==> config.mk <==
export PLATFORM = sky130hd
export DESIGN_NAME = fma_line_collector
export DESIGN_NICKNAME = d
export VERILOG_FILES = /design/src/rtl/gpu_pkg.sv /design/src/rtl/gpu_sync_fifo.sv /design/src/rtl/fma_line_collector.sv
export SDC_FILE = /design/constraint.sdc
export NUM_CORES = 1
export LEC_CHECK = 0
export BUFFER_PORTS_ARGS = -buffer_cell sky130_fd_sc_hd__buf_2
export CAP_MARGIN = 20
export CORE_MARGIN = 4
export CORE_UTILIZATION = 50
export DETAILED_ROUTE_END_ITERATION = 8
export PLACE_DENSITY = 0.67
export SLEW_MARGIN = 20
export SYNTH_ARGS = -nofsm -noshare
export SYNTH_HDL_FRONTEND = slang
export SYNTH_SLANG_ARGS = --single-unit
==> constraint.sdc <==
create_clock -name clk_in -period 5.8 [get_ports clk_in]
set_input_delay 0.29 -clock clk_in [delete_from_list [all_inputs] [get_ports clk_in]]
set_output_delay 0.29 -clock clk_in [all_outputs]
set_load 0.02 [all_outputs]
==> src/rtl/gpu_pkg.sv <==
// Shared defaults and helpers for the GPU write-back path.
package gpu_pkg;

  localparam int DEF_WORD_WIDTH = 16;
  localparam int DEF_FMA_COUNT  = 2;
  localparam int DEF_LINE_WIDTH = 96;
  localparam int DEF_DEPTH      = 4;

  // Number of lane sets (one word from every lane) that fit in one line.
  function automatic int sets_per_line(input int line_w, input int word_w, input int lanes);
    return line_w / (word_w * lanes);
  endfunction

endpackage

==> src/rtl/gpu_sync_fifo.sv <==
// Single-clock line FIFO with a registered head; a push is visible on head one cycle after its edge.
module gpu_sync_fifo #(
  parameter int WIDTH = 96,
  parameter int DEPTH = 4
) (
  input  logic                     clk,
  input  logic                     rst_n,
  input  logic                     push,
  input  logic [WIDTH-1:0]         push_data,
  input  logic                     pop_ready,
  output logic [WIDTH-1:0]         head,
  output logic                     head_vld,
  output logic                     push_ok,
  output logic [$clog2(DEPTH):0]   count
);
  localparam int AW = $clog2(DEPTH);
  localparam int CW = AW + 1;

  logic [WIDTH-1:0] mem [DEPTH];
  logic [AW-1:0]    rd_ptr, wr_ptr, rd_nxt;
  logic [CW-1:0]    cnt_left;
  logic             pop, full, wr;

  assign pop      = head_vld & pop_ready;
  assign full     = (count == CW'(DEPTH));
  assign push_ok  = ~full | pop;
  assign wr       = push & push_ok;
  assign rd_nxt   = rd_ptr + AW'(pop);
  // Entries that remain after this pop, excluding any line written on this edge.
  assign cnt_left = count - CW'(pop);

  always_ff @(posedge clk) begin
    if (wr) mem[wr_ptr] <= push_data;
  end

  always_ff @(posedge clk) begin
    if (!rst_n) begin
      rd_ptr   <= '0;
      wr_ptr   <= '0;
      count    <= '0;
      head     <= '0;
      head_vld <= 1'b0;
    end else begin
      if (wr) wr_ptr <= wr_ptr + AW'(1);
      rd_ptr   <= rd_nxt;
      count    <= cnt_left + CW'(wr);
      head_vld <= (cnt_left != '0);
      head     <= (cnt_left != '0) ? mem[rd_nxt] : '0;
    end
  end

endmodule

==> src/rtl/fma_line_collector.sv <==
// Collects per-lane FMA results into sets, packs sets into lines and queues lines for write-back.
module fma_line_collector
  import gpu_pkg::*;
#(
  parameter int FMA_COUNT  = DEF_FMA_COUNT,
  parameter int WORD_WIDTH = DEF_WORD_WIDTH,
  parameter int LINE_WIDTH = DEF_LINE_WIDTH,
  parameter int DEPTH      = DEF_DEPTH
) (
  input  logic                             clk_in,
  input  logic                             rst_in,
  input  logic [WORD_WIDTH*FMA_COUNT-1:0]  fma_out_in,
  input  logic [FMA_COUNT-1:0]             fma_valid_in,
  input  logic                             flush_in,
  output logic [LINE_WIDTH-1:0]            line_out,
  output logic                             line_valid_out,
  input  logic                             line_ready_in,
  output logic [$clog2(DEPTH):0]           fill_level_out,
  output logic                             overflow_out,
  output logic                             collision_out,
  output logic                             idle_out
);
  localparam int SET_W = WORD_WIDTH * FMA_COUNT;
  localparam int SETS  = sets_per_line(LINE_WIDTH, WORD_WIDTH, FMA_COUNT);
  localparam int PW    = (SETS > 1) ? $clog2(SETS) : 1;
  localparam int CW    = $clog2(DEPTH) + 1;

  if (LINE_WIDTH % SET_W != 0) begin : g_bad_width
    $error("LINE_WIDTH must be a multiple of WORD_WIDTH*FMA_COUNT");
  end
  if (DEPTH < 2 || (DEPTH & (DEPTH - 1)) != 0) begin : g_bad_depth
    $error("DEPTH must be a power of two and at least 2");
  end

  // Packed lane order matches fma_out_in, so lane 0 sits in the MSBs throughout.
  typedef logic [FMA_COUNT-1:0][WORD_WIDTH-1:0] set_t;

  set_t                        live, hold_q, set_w;
  logic [FMA_COUNT-1:0]        held_q;
  logic [PW-1:0]               ptr_q;
  logic                        flush_pend_q;
  logic [SETS-1:0][SET_W-1:0]  line_q, line_nxt;
  logic                        push_vld_q;
  logic [LINE_WIDTH-1:0]       push_line_q;
  logic                        overflow_q, collision_q;
  logic                        set_done, any_held, last_slot, close_line, push_ok;
  logic [CW-1:0]               fifo_count;

  assign live      = set_t'(fma_out_in);
  assign set_done  = &(held_q | fma_valid_in);
  assign any_held  = |held_q;
  assign last_slot = (ptr_q == PW'(SETS - 1));

  always_comb begin
    set_w = live;
    for (int j = 0; j < FMA_COUNT; j++)
      if (held_q[j]) set_w[j] = hold_q[j];
  end

  // Slot 0 is the top element of line_q so the first set lands in the line MSBs.
  always_comb begin
    line_nxt = line_q;
    if (set_done) line_nxt[SETS-1-int'(ptr_q)] = set_w;
  end

  // A set completing alongside a flush (live or pending) closes the line only once.
  assign close_line = set_done ? (last_slot | flush_in | flush_pend_q)
                               : (flush_in & ~any_held & (ptr_q != '0));

  always_ff @(posedge clk_in) begin
    if (!rst_in) begin
      hold_q       <= '0;
      held_q       <= '0;
      ptr_q        <= '0;
      flush_pend_q <= 1'b0;
      line_q       <= '0;
      push_vld_q   <= 1'b0;
      push_line_q  <= '0;
      overflow_q   <= 1'b0;
      collision_q  <= 1'b0;
    end else begin
      push_vld_q <= close_line;
      if (close_line) push_line_q <= line_nxt;

      // Clearing the assembly register on close keeps unfilled slots zero for flushes.
      if (close_line) begin
        line_q       <= '0;
        ptr_q        <= '0;
        flush_pend_q <= 1'b0;
      end else if (set_done) begin
        line_q <= line_nxt;
        ptr_q  <= ptr_q + PW'(1);
      end else if (flush_in & any_held) begin
        flush_pend_q <= 1'b1;
      end

      if (set_done) begin
        held_q <= '0;
      end else begin
        for (int j = 0; j < FMA_COUNT; j++)
          if (fma_valid_in[j] & ~held_q[j]) begin
            held_q[j] <= 1'b1;
            hold_q[j] <= live[j];
          end
      end

      if (~set_done & |(held_q & fma_valid_in)) collision_q <= 1'b1;
      if (push_vld_q & ~push_ok)                overflow_q  <= 1'b1;
    end
  end

  gpu_sync_fifo #(
    .WIDTH (LINE_WIDTH),
    .DEPTH (DEPTH)
  ) u_fifo (
    .clk       (clk_in),
    .rst_n     (rst_in),
    .push      (push_vld_q),
    .push_data (push_line_q),
    .pop_ready (line_ready_in),
    .head      (line_out),
    .head_vld  (line_valid_out),
    .push_ok   (push_ok),
    .count     (fifo_count)
  );

  assign fill_level_out = fifo_count;
  assign overflow_out   = overflow_q;
  assign collision_out  = collision_q;
  assign idle_out       = ~any_held & (ptr_q == '0) & ~flush_pend_q & ~push_vld_q & (fifo_count == '0);

endmodule

Word-level counts from Yosys, hierarchy flattened
Memories as Yosys holds them, arrays and structs flattened. A register that Yosys moved wholly into a read port is not among the register bits.
Cells that the tools add are included.
{ "word_totals": {"reg_bits": 240, "ramBits": 384, "input_bits": 38, "out_inout_bits": 103, "elab_cells": 79, "memories": 1} }
{ "classes": {"add_sub_neg": 6, "magnitude_cmp": 2, "eq_ne": 2, "mux": 9, "bitwise": 27, "reduce_logical": 15} }
{ "memory_table": {"columns": ["name", "words", "width", "rd", "rd_ports_with_merged_regs", "write_ports", "line_no", "text"], "rows": [
  ["u_fifo.mem", 4, 96, 1, 1, 1, "gpu_sync_fifo.sv:19", "logic [WIDTH-1:0] mem [DEPTH];"]
]} }
{ "ops": {"columns": ["op", "n"], "rows": [
  ["96-bit bitwise mux", 1],
  ["96-bit two-way mux", 1],
  ["32-bit demux with 2-bit select", 1],
  ["16-bit two-way mux", 2],
  ["32-bit two-way mux", 1],
  ["1-bit bitwise AND", 13],
  ["2-bit AND reduction", 5],
  ["1-bit inverter", 9],
  ["2-bit OR reduction", 4],
  ["2-bit by 1-bit adder with 2-bit output (second input constant)", 2],
  ["3-bit by 4-bit < comparator with 1-bit output (second input constant)", 1],
  ["3-bit by 1-bit adder with 3-bit output", 1],
  ["3-bit equality test (second input constant)", 1],
  ["3-bit by 1-bit >= comparator with 1-bit output (second input constant)", 1],
  ["3-bit zero test", 1],
  ["1-bit two-way mux", 3],
  ["1-bit bitwise OR", 3],
  ["3-bit nonzero test", 1],
  ["2-bit by 2-bit subtractor with 3-bit output (first input constant)", 1],
  ["3-bit by 1-bit subtractor with 3-bit output", 1],
  ["2-bit by 1-bit adder with 2-bit output", 1],
  ["2-bit bitwise AND", 1],
  ["2-bit equality test (second input constant)", 1],
  ["2-bit zero test", 1],
  ["other kinds (4)", 4]
]} }

Logic depth before layout (Yosys ltp)
{ "logic_depth": {"word_depth": 7, "mapped_depth": 9, "ltp_nobuf": 7} }

Modules after synthesis
Synthesis repeated with hierarchy kept, for this count alone.
{ "unflattened": {"cells_unflattened": 1641, "area_unflattened_um2": 26057.5} }
{ "modules_own_cells": {"columns": ["mod", "instances", "cells_each", "area_per_inst_um2"], "rows": [
  ["gpu_sync_fifo", 1, 753, 16877.4],
  ["fma_line_collector", 1, 888, 9180.1]
]} }

Worst setup path after synthesis
Ideal clock, no wire load.
{ "synth_path": {"path_type": "flip-flop to flip-flop", "start": "register u_fifo.head_vld", "end": "memory u_fifo.mem[0][0], enable pin", "setup_time_ns": 0.466, "arrival_time_ns": 3.302, "required_ns": 5.334, "path_slack_ns": 2.032, "stages_incl_launch_ff": 4, "period_less_slack_ns": 3.768, "path_cell_list": "dfxtp_1 > nand2_1 > a31oi_1 > and2_1"} }
{ "synth_between": {"elab_chain_len": 5} }
{ "synth_lines": {"columns": ["element", "line_no", "text"], "rows": [
  ["from (decl)", "gpu_sync_fifo.sv:12", "output logic head_vld,"],
  ["from (signal assigned)", "gpu_sync_fifo.sv:47", "head_vld <= (cnt_left != '0);"],
  ["1-bit bitwise AND", "gpu_sync_fifo.sv:24", "assign pop = head_vld & pop_ready;"],
  ["1-bit bitwise OR", "gpu_sync_fifo.sv:26", "assign push_ok = ~full | pop;"],
  ["1-bit bitwise AND", "gpu_sync_fifo.sv:27", "assign wr = push & push_ok;"],
  ["1-bit two-way mux", "gpu_sync_fifo.sv:33", "if (wr) mem[wr_ptr] <= push_data;"],
  ["1-bit two-way mux (implied by the code)", "gpu_sync_fifo.sv:33", null],
  ["to (decl)", "gpu_sync_fifo.sv:19", null]
]} }
No other way between the ends.

Worst setup path after layout
{ "layout_path": {"start": "register u_fifo.count[0]", "end": "memory u_fifo.mem[1][89], enable pin"} }
{ "layout_between": {"elab_chain_len": 6} }
{ "layout_lines": {"columns": ["element", "line_no", "text"], "rows": [
  ["from (decl)", "gpu_sync_fifo.sv:14", "output logic [$clog2(DEPTH):0] count"],
  ["from (signal assigned)", "gpu_sync_fifo.sv:46", "count <= cnt_left + CW'(wr);"],
  ["3-bit equality test", "gpu_sync_fifo.sv:25", "assign full = (count == CW'(DEPTH));"],
  ["1-bit inverter", "gpu_sync_fifo.sv:26", null],
  ["1-bit bitwise OR", "gpu_sync_fifo.sv:26", null],
  ["1-bit bitwise AND", "gpu_sync_fifo.sv:27", null],
  ["1-bit two-way mux", "gpu_sync_fifo.sv:33", null],
  ["1-bit two-way mux (implied by the code)", "gpu_sync_fifo.sv:33", null]
]} }
No other way between the ends.

==> flow_summary.ini <==
[floorplan]
fp-row-count = 81
dieHeight_um = 232
die-area_um2 = 53800
ios = 141
start_util = 0.509
die_w_um = 232
core_um2 = 49300

[worst_setup_path]
start_kind = flip-flop
crit_type = reg -> reg
required_ns = 6.02
worstPathArrival_ns = 3.33
crit_chain = nor2_1, a31oi_1, and2_4, buf_4
critPathMaxFanout = 57
cp_slowest_stage_delay_ns = 0.90
critPathCaptureType = flip-flop
path_delay_family = simple AND/OR/NAND/NOR gates
crit_buf_inv = 1
cp_slowest_cell = and2_4

[sta]
skew_ns = 0.0246
worst_pin_slew_ns = 0.993
rsz0062_at_grt = false
min_period_ns = 3.10
finalHoldViolCount = 0
min_period_over_period = 0.535
maxSlewViolCount = 0
hold-worst-slack_ns = 0.164
max_freq_mhz = 322
final.setup.tns_ns = 0
slew_headroom = 0.338
setup_viol = 0

[pwr]
ir_worst_vdd_v = 0.000295
p_per_area_nw_per_um2 = 426
p_leak_uw = 0.00996

[placed_design]
gp_congestion = 0.738
portBuffers = 140
dp_hpwl_um = 30600
placed_cell_area_um2 = 26400

[final_layout]
fin_nets = 1819
n_antenna_cell = 0
final_common_cell = edfxtp_1
stdcell_area_um2 = 29100
syn_to_final_growth_pct = 16.0
drive_above_1_share = 0.223
final_cell_mix = 384 x edfxtp_1, 336 x dfxtp_1, 202 x nor2_1, 140 x buf_2, 99 x nor2b_1

[yosys]
synth_edf_count = 384
ys_types = 34
syn_area_um2 = 25100
syn_avg_cell_area_um2 = 15.7
ys_ff_latch = 720
yosysWarnings = 0
synthCells = 1602
ys.flop_type = edfxtp_1
ys_seq_area_frac = 0.728
synth_nets = 1652
async_flop_share = 0

[cts]
clock_path_buffers = 3
cts.htree.levels = 3
clock-sinks = 720
cts-root-buf = clkbuf_16
cts_tree = yes
numCtsBuffers = 71
clk_pin_slew_ns = 0.06
cts_resized = 0
clkLatencyLatePin_ns = 0.59

[grt]
grt_pass1_wl_um = 81400
grt_pass1_vias = 13824
grt_max_degree = 81
antenna_found_initial = 0
grt_usage = 0.198
grt_overflow = 0

[status]
status = completed

[routing]
viasPerCell = 5.40
drc = 0
wire_per_inst_um = 21.1
ant_nets = 0
dr.pass1.iters = 5
routed_wirelength_um = 52500
drt_iter0_drc = 891
route.vias.total = 13467

[run]
cap_violations = 0

[hold_path]
hold_path_class = in -> reg
logic make-up (layout without fill, tap and decap cells):
group | after synthesis | count (layout) | share of synthesized area
mux | 130 | 130 | 0.0998
buf+inv | 110 | 336 | 0.0206
simple gates | 389 | 389 | 0.0707
flops | 720 | 720 | 0.728
compound gates | 235 | 235 | 0.0731
fa+ha+maj | 12 | 12 | 0.00598
xor+xnor | 6 | 6 | 0.00209
synthesized netlist by cell type (5+ instances only):
library cell / count / area, um2
and2_1: 11 / 68.8
buf_1: 7 / 26.3
a21boi_0: 32 / 240
edfxtp_1: 384 / 11500
inv_1: 11 / 41.3
o2bb2ai_1: 67 / 587
nor2b_1: 99 / 619
buf_6: 10 / 113
o2bb2ai_2: 29 / 435
buf_2: 23 / 115
clkbuf_1: 59 / 221
mux4_2: 96 / 2160
xnor2_1: 5 / 43.8
ha_1: 12 / 150
a21oi_1: 96 / 480
nor2_1: 202 / 758
mux2i_1: 34 / 340
dfxtp_1: 336 / 6730
nand2_1: 68 / 255
sequential cells by signal, summed over array words and instances, names as in the netlist, 2 cells and up:
name / count
u_fifo.head: 96
push_line_q: 96
u_fifo.count: 3
hold_q: 32
u_fifo.wr_ptr: 2
u_fifo.rd_ptr: 2
ptr_q: 2
u_fifo.mem: 384
line_q: 96
held_q: 2
worst reg2reg max path, cell delays in order (launching register included):
cell and delay, ns:
dfxtp_1 0.38, nor2_1 0.09, a31oi_1 0.62, and2_4 0.90
buf_4 0.72
where the power goes:
part | switching, uW | total [uW] | internal [uW] | leakage (uW)
registers | 142 | 5860 | 5710 | 0.00609
clock network | 1840 | 4500 | 2650 | 0.00113
logic | 1210 | 2030 | 822 | 0.00274
total | 3200 | 12400 | 9190 | 0.00996
metrics by stage:
| step | worst slack [ns] | std cells | utilization | power [uW] |
|---|---|---|---|---|
| floorplan | 2.03 | 1602 | - | 7340 |
| global placement | 2.59 | 2325 | 0.536 | 7990 |
| detailed placement | 2.60 | 2325 | 0.536 | 8010 |
| CTS | 2.68 | 2490 | 0.590 | 12500 |
| global route | 2.47 | 2492 | 0.591 | 12900 |
| finish | 2.70 | 2492 | 0.591 | 12400 |
layer usage:
metal  wire length (um)  part of all wire  track usage
met5                  0                 0            0
met4               1290             0.024       0.0648
met3               2660             0.051       0.0323
met2              26000              0.50        0.331
met1              22500              0.43        0.268
final cells by class:
class                   count  area, um2
clock inverters            24        241
repair buffers            193       1210
multi-input cells         772       6440
well taps                 664        831
inverters                  11       41.3
clock buffers             108       2070
flip-flops and latches    720      18300
fillers                  3813      20200
final timing paths:
check / start / to / slack (ns) / cells past startpoint
max: u_fifo.count[0] / u_fifo.mem[1][89] / 2.70 / 4
max reg2reg: u_fifo.count[0] / u_fifo.mem[1][89] / 2.70 / 4
min: fma_valid_in[0] / held_q[0] / 0.16 / 3
min reg2reg: hold_q[11] / hold_q[11] / 0.46 / 2
what timing repair did:
action / 4_1_cts / 5_1_grt
endpoints found under the setup margin: 0 / 0
hold buffers: 33 / 0
setup buffers: 0 / 0
endpoints found under the hold margin: 33 / 0
No activity file was read; power rests on OpenSTA's default activity.
